File: src/rtl/nes_controller_responder.sv
// Controller-side NES joypad responder: emulates a 4021 parallel-in/serial-out
// shift register, loading buttons while latch is high and shifting on console clock rises.
module nes_controller_responder #(
    parameter int SYNC_STAGES = 2
) (
    input  logic       clk_900KHz,
    input  logic       reset,
    input  logic       nes_latch,
    input  logic       nes_clk,
    input  logic       a,
    input  logic       b,
    input  logic       select,
    input  logic       start,
    input  logic       up,
    input  logic       down,
    input  logic       left,
    input  logic       right,
    output logic       nes_data,
    output logic [3:0] bit_idx,
    output logic       frame_done,
    output logic       overread
);

    typedef enum logic [1:0] {
        IDLE    = 2'd0,
        LOAD    = 2'd1,
        SHIFT   = 2'd2,
        DRAINED = 2'd3
    } state_t;

    state_t                 state;
    logic [7:0]             shreg;
    logic [SYNC_STAGES-1:0] latch_pipe;
    logic [SYNC_STAGES-1:0] clk_pipe;
    logic                   clk_prev;
    logic                   latch_sync;
    logic                   clk_sync;
    logic                   clk_rise;
    logic [7:0]             load_val;

    assign latch_sync = latch_pipe[SYNC_STAGES-1];
    assign clk_sync   = clk_pipe[SYNC_STAGES-1];
    assign clk_rise   = clk_sync & ~clk_prev;
    assign load_val   = {~right, ~left, ~down, ~up, ~start, ~select, ~b, ~a};
    assign nes_data   = shreg[0];

    always_ff @(posedge clk_900KHz) begin
        if (!reset) begin
            latch_pipe <= '0;
            clk_pipe   <= '0;
            clk_prev   <= 1'b0;
        end else begin
            latch_pipe <= {latch_pipe[SYNC_STAGES-2:0], nes_latch};
            clk_pipe   <= {clk_pipe[SYNC_STAGES-2:0], nes_clk};
            clk_prev   <= clk_sync;
        end
    end

    // frame_done and overread are single-cycle strobes, valid in the same cycle
    // bit_idx/nes_data change; there is no back-pressure, the consumer must sample every cycle.
    always_ff @(posedge clk_900KHz) begin
        if (!reset) begin
            state      <= IDLE;
            shreg      <= 8'hFF;
            bit_idx    <= 4'd0;
            frame_done <= 1'b0;
            overread   <= 1'b0;
        end else begin
            frame_done <= 1'b0;
            overread   <= 1'b0;
            // The latch dominates everything, including a coincident clock rise.
            if (latch_sync) begin
                state   <= LOAD;
                shreg   <= load_val;
                bit_idx <= 4'd0;
            end else begin
                case (state)
                    IDLE: ;
                    LOAD: state <= SHIFT;
                    SHIFT: begin
                        if (clk_rise) begin
                            shreg   <= {1'b0, shreg[7:1]};
                            bit_idx <= bit_idx + 4'd1;
                            if (bit_idx == 4'd7) begin
                                frame_done <= 1'b1;
                                state      <= DRAINED;
                            end
                        end
                    end
                    DRAINED: begin
                        if (clk_rise) overread <= 1'b1;
                    end
                    default: state <= IDLE;
                endcase
            end
        end
    end

endmodule
File: config.mk
export PLATFORM = sky130hd
export DESIGN_NAME = nes_controller_responder
export DESIGN_NICKNAME = d
export VERILOG_FILES = /design/src/rtl/nes_controller_responder.sv
export SDC_FILE = /design/constraint.sdc
export NUM_CORES = 1
export LEC_CHECK = 0
export BUFFER_PORTS_ARGS = -buffer_cell sky130_fd_sc_hd__buf_2
export CAP_MARGIN = 20
export CORE_MARGIN = 2
export CORE_UTILIZATION = 50
export DETAILED_ROUTE_END_ITERATION = 6
export PLACE_DENSITY = 0.73
export SLEW_MARGIN = 0
export SYNTH_ARGS = -nofsm -noshare
export SYNTH_HDL_FRONTEND = slang
export SYNTH_SLANG_ARGS = --single-unit
File: constraint.sdc
create_clock -name clk_900KHz -period 2.1 [get_ports clk_900KHz]
set_input_delay 0.525 -clock clk_900KHz [delete_from_list [all_inputs] [get_ports clk_900KHz]]
set_output_delay 0.525 -clock clk_900KHz [all_outputs]
set_load 0.02 [all_outputs]
# Word-level counts from Yosys, hierarchy flattened
# Cells that the tools add are included.
dict set report totals {
  latchBits 0
  ff_bits 21
  n_memories 0
  wordCells 52
  ram_bits 0
  output_inout_bits 7
  romBits 0
}
dict set report classes {
  eq_ne 8
  muxes 9
  magnitude_cmp 0
  n_div 0
  multipliers 0
  bitwise_logic 14
  shift 0
  add_sub_neg 1
  reduce_logical 11
}
# op n
set op_table {}
lappend op_table {{8-bit 2-to-1 mux} 3}
lappend op_table {{1-bit inverter} 13}
lappend op_table {{3-bit inequality test (second input constant)} 2}
lappend op_table {{3-bit AND reduction} 2}
lappend op_table {{2-bit nonzero test} 3}
lappend op_table {{4-bit by 1-bit adder with 4-bit output (second input constant)} 1}
lappend op_table {{2-bit == test (second input constant)} 2}
lappend op_table {{4-bit by 3-bit == test with 1-bit output (second input constant)} 1}
lappend op_table {{2-bit 2-to-1 mux} 2}
lappend op_table {{2-bit inequality test (second input constant)} 2}
lappend op_table {{2-bit case mux with 2 select lines} 1}
lappend op_table {{2-bit AND reduction} 2}
lappend op_table {{4-bit OR reduction} 1}
lappend op_table {{1-bit 2-to-1 mux} 3}
lappend op_table {{3-bit nonzero test} 1}
lappend op_table {{3-bit OR reduction} 1}
lappend op_table {{2-bit by 1-bit == test with 1-bit output (second input constant)} 1}
lappend op_table {{2-bit OR reduction} 1}
lappend op_table {{1-bit AND} 1}

# Depth between registers and ports, before layout
dict set report depth {
  word_depth 5
  mapped_depth 4
}

# Worst setup path before layout
# No wires, ideal clock.
dict set report synth_timing {
  kind {register -> register}
  startpoint {register bit_idx[0]}
  endpoint {register bit_idx[2]}
  n_path_buf 0
  arrival_ns 1.256
  t_required_ns 2.030
  period_less_slack_ns 1.326
  setup_ns 0.070
  stages_incl_launch_ff 5
  path_slack_ns 0.774
  path_cell_list {dfxtp_1 > ha_1 > inv_1 > or3_1 > a21oi_1}
}
dict set report synth_between {
  elab_chain_len 1
}
# element line_no
set synth_lines {}
lappend synth_lines {{start: declaration} 19} ;# output logic [3:0] bit_idx,
lappend synth_lines {{start signal: assignment} 83} ;# bit_idx <= bit_idx + 4'd1;
lappend synth_lines {{4-bit by 1-bit adder with 4-bit output} 83}
# Every way passes these cells.
# A chain may end at the register's enable or synchronous reset.

# Worst setup path after layout
dict set report layout_timing {
  startpoint {register bit_idx[2]}
  endpoint {output port bit_idx[2]}
}
# No word-level cell between the ends.

==> results <==
- The total grt overflow is 0.
- The first global-routing pass estimated 2460 µm of wire.
- In this run the biggest area consumer among cell types represents 45.4% of the synthesized area.
- Setup violations remaining at the end of the flow were counted as 0.
- The maximum buffer depth of the clock tree is 2.
- The synthesized area per cell is 11.6 µm².
- The number of enable flip-flop cells after synthesis is 0.
- The number of max-cap violations is 0.
- Among all flip-flop cells after synthesis, the most frequent one is sky130_fd_sc_hd__dfxtp_1.
- The via count of the routed design is 641.
- The post-cts resize count is 0.
- The delay of the slowest cell on the worst path is 0.44 ns.
- The final layout contains 112 nets.
- The via density per instance is 5.21.
- The shortest clock period the worst path allows after layout is 1.47 ns.
- Synthesis produced a netlist with a net count of 93.
- The total half-perimeter wirelength after legalization and detailed placement is 1120 µm.
- The die width is 47.0 µm.
- The flow ran to the end, and the final reports show no timing, DRC or antenna violations.
- Setup total negative slack on the finished layout was measured at 0 ns.
- The number of I/O pins is 19.
- The signal arrival time at the worst endpoint is 0.94 ns.
- The area of the die is 2210 µm².
- The achievable frequency is 682 MHz.
- The net switching power is 0.000141 W.
- The max-slew violation count came to 0.
- The count of buffers from port buffering is 18.
- Walking the worst path, the cells encountered are buf_2.
- For this design the ratio of total power to cell area is 614 nW/µm².
- The worst hold path belongs to the class input pin to flop.
- Counting both buffers and inverters, the worst setup path holds a total of 1.
- The number of distinct library cells after synthesis is 29.
- Of the total power, the share spent switching nets is 22.0%.
- Yosys attributes the largest share of cell area to sky130_fd_sc_hd__dfxtp_1 45%, sky130_fd_sc_hd__nor4b_2 8.1%, sky130_fd_sc_hd__a221oi_2 6.5%, sky130_fd_sc_hd__and2_1 4.7%, sky130_fd_sc_hd__nor3b_1 3.2%.
- The combined area of all synthesized cells is 926 µm².
- After synthesis the netlist holds a flip-flop and latch count of 21.
- The synthesized design spends more area on one cell type than any other, namely sky130_fd_sc_hd__dfxtp_1.
- The transition time of the tightest slew-check pin is 0.579 ns.
- On the critical path, the stage with the largest delay is an instance of sky130_fd_sc_hd__dfxtp_1.
- Setup repair after global routing left no endpoint under its margin.
- The diode insertion count for antenna repair is 0.
- The dominant delay contributor by cell family on the critical path is flip-flops.
- The leakage power is 0.386 nW.
- By startpoint and endpoint, the worst setup path is classified as flop to primary output.
- The worst hold-check slack is 0.395 ns.
- In the global route stage, overall resource usage came out at 16.0%.
- The iteration count of the initial detailed-routing pass is 4.
- In the routed design, unresolved DRC markers number 0.
- After floorplanning, the core was sized to cover 1730 µm².
- The later pin in the worst-skew pair is clocked with a latency of 0.29 ns.
- The number of clock buffers added by TritonCTS is 3.
- The worst clock skew is 0.00231 ns.
- The detailed router's first-iteration violation count is 15.
- The category of the worst setup path launch point is a flop.
- The internal power of the cells totals 0.000501 W.
- Entering global routing, the biggest net connects 20 pins.
- For the worst setup path, the data required time is 1.57 ns.
- The part of the power in the clock network is 29.1%.
- The number of nets still failing antenna checks after routing is 0.
- After synthesis, the share of flip-flops with an asynchronous set or reset is 0%.
- The clock drives 21 sinks.
- The sort of element at the end of the critical path is a primary output.
- The sequential share of power is 64.7%.
- The total number of placement rows is 15.
- The CTS tree is built.
- In this run the number of H-tree levels came out at 1.
- IR analysis of the VDD net gives a maximum drop of 0.359 mV.
- The share of total power in combinational logic is 6.2%.
- Dividing the detail-routed wire length by the instance count gives 12.6 µm.
- The layout cell share with drive strength beyond 1 is 36.7%.
- The initial standard-cell utilization of the core is 53.6%.
- In this run the vertical extent of the chip is 47.0 µm.
- The number of buffers inserted by post-CTS setup repair is 0.
- The root buffer cell chosen for the clock tree is sky130_fd_sc_hd__clkbuf_4.
- The count of final hold-check violations is 0.
- Measured against its own limit, the worst slew margin works out to 61.4%.
- The number of antenna violations at the first check in global routing is 0.
- By instance count, the leading cell after synthesis is sky130_fd_sc_hd__dfxtp_1.
- The synthesis-to-finish area growth is 13.0%.
- The number of global-route vias before repair was 565.
- Counting instances in the post-synthesis netlist gives the leading cell types as 21 x sky130_fd_sc_hd__dfxtp_1, 7 x sky130_fd_sc_hd__and2_1, 5 x sky130_fd_sc_hd__nor2_1, 5 x sky130_fd_sc_hd__nor4b_2.
- The weighted congestion reported at the end of routability-driven placement is 0.717.
- The number of warning messages in the yosys log is 0.
- The final layout contains routed wiring with a total length of 1540 µm.
- For this run, the register share of the synthesized area comes to 45.4%.
- The number of buffers inserted by hold repair at cts is 0.
- Dividing the final minimum period by the clock period gives 69.8%.
- The clock transition at the register clock pins on the worst setup and hold paths after CTS is 0.11 ns.
- Synthesis handed over a netlist of 80 instances.
- Of all nets on the critical path, the largest fanout is 6.
==> power groups by stage <==
stage	Sequential (W)	Clock [W]	Combinational [W]
2_1_floorplan	0.000423	0	0.0000249
3_3_place_gp	0.000424	0	0.0000400
3_5_place_dp	0.000425	0	0.0000405
4_1_cts	0.000416	0.000198	0.0000404
5_1_grt	0.000417	0.000215	0.0000442
6_report	0.000416	0.000187	0.0000400
==> cell type report <==
| type | count | area [µm²] |
|---|---|---|
| Tap cell | 25 | 31.3 |
| Inverter | 1 | 3.75 |
| Fill cell | 165 | 681 |
| Clock inverter | 1 | 5.00 |
| Timing Repair Buffer | 19 | 97.6 |
| Sequential cell | 21 | 420 |
| Multi-Input combinational cell | 53 | 465 |
| Clock buffer | 3 | 22.5 |
==> registers in the layout, indices dropped and copies added, names as in the netlist <==
name	count
shreg	8
bit_idx	4
clk_pipe	2
latch_pipe	2
state	2
clk_prev	1
frame_done	1
overread	1
==> cells in the final DEF, fill, tap and decap left out <==
cell type,n
sky130_fd_sc_hd__clkbuf_4,3
sky130_fd_sc_hd__a211oi_1,1
sky130_fd_sc_hd__nand2_4,1
sky130_fd_sc_hd__o21ai_0,1
sky130_fd_sc_hd__nand2b_2,1
sky130_fd_sc_hd__nand3_1,1
sky130_fd_sc_hd__clkinv_2,1
sky130_fd_sc_hd__and2_0,1
sky130_fd_sc_hd__xnor2_1,1
sky130_fd_sc_hd__nand2_1,2
sky130_fd_sc_hd__ha_1,1
sky130_fd_sc_hd__a221oi_1,3
sky130_fd_sc_hd__nor4b_1,1
sky130_fd_sc_hd__inv_1,1
sky130_fd_sc_hd__and2_1,7
sky130_fd_sc_hd__buf_4,1
sky130_fd_sc_hd__buf_2,18
sky130_fd_sc_hd__nand4b_1,1
sky130_fd_sc_hd__a21oi_1,4
sky130_fd_sc_hd__nand4bb_4,1
sky130_fd_sc_hd__nor4b_4,1
sky130_fd_sc_hd__or3_1,2
sky130_fd_sc_hd__nor2_1,5
sky130_fd_sc_hd__nor4b_2,5
sky130_fd_sc_hd__nor3b_1,4
sky130_fd_sc_hd__and4bb_1,1
sky130_fd_sc_hd__nor4bb_1,1
sky130_fd_sc_hd__o21ai_1,3
sky130_fd_sc_hd__dfxtp_1,21
sky130_fd_sc_hd__a221oi_2,4
==> final timing paths <==
| kind | from | end | slack (ns) | depth (start not counted) |
|---|---|---|---|---|
| max | bit_idx[2]$_SDFFE_PP0P_ | bit_idx[2] | 0.63 | 1 |
| max reg2reg | clk_pipe[1]$_SDFF_PN0_ | shreg[5]$_SDFFE_PN1P_ | 0.65 | 3 |
| min | down | shreg[5]$_SDFFE_PN1P_ | 0.39 | 2 |
| min reg2reg | latch_pipe[0]$_SDFF_PN0_ | latch_pipe[1]$_SDFF_PN0_ | 0.45 | 1 |
==> through the flow <==
step	cells	worst slack, ns	total power (W)	utilization [%]	area (µm²)
after global placement	119	0.555	0.000464	59.0	1020
after detailed placement	119	0.534	0.000465	59.0	1020
after global routing	123	0.543	0.000676	60.6	1050
after floorplan	80	0.774	0.000448	-	926
after CTS	123	0.618	0.000654	60.6	1050
final	123	0.635	0.000642	60.6	1050
==> layer usage <==
layer / GRT usage (%) / up-vias / wire [µm]
met3: 3.46 / 2 / 51
met1: 20.6 / 291 / 753
met4: 6.67 / 0 / 12
met5: 0 / - / 0
li1: - / 335 / -
met2: 26.0 / 13 / 727
==> cell families (layout without fill, tap and decap cells) <==
kind of cell    after synthesis  after routing  synth area share (%)
buf+inv                       6             24                  4.32
fa+ha+maj                     1              1                  1.35
compound gates               16             16                  14.5
flops                        21             21                  45.4
xor+xnor                      1              1                 0.946
simple gates                 35             35                  33.5
No activity file was read; power rests on OpenSTA's default activity.
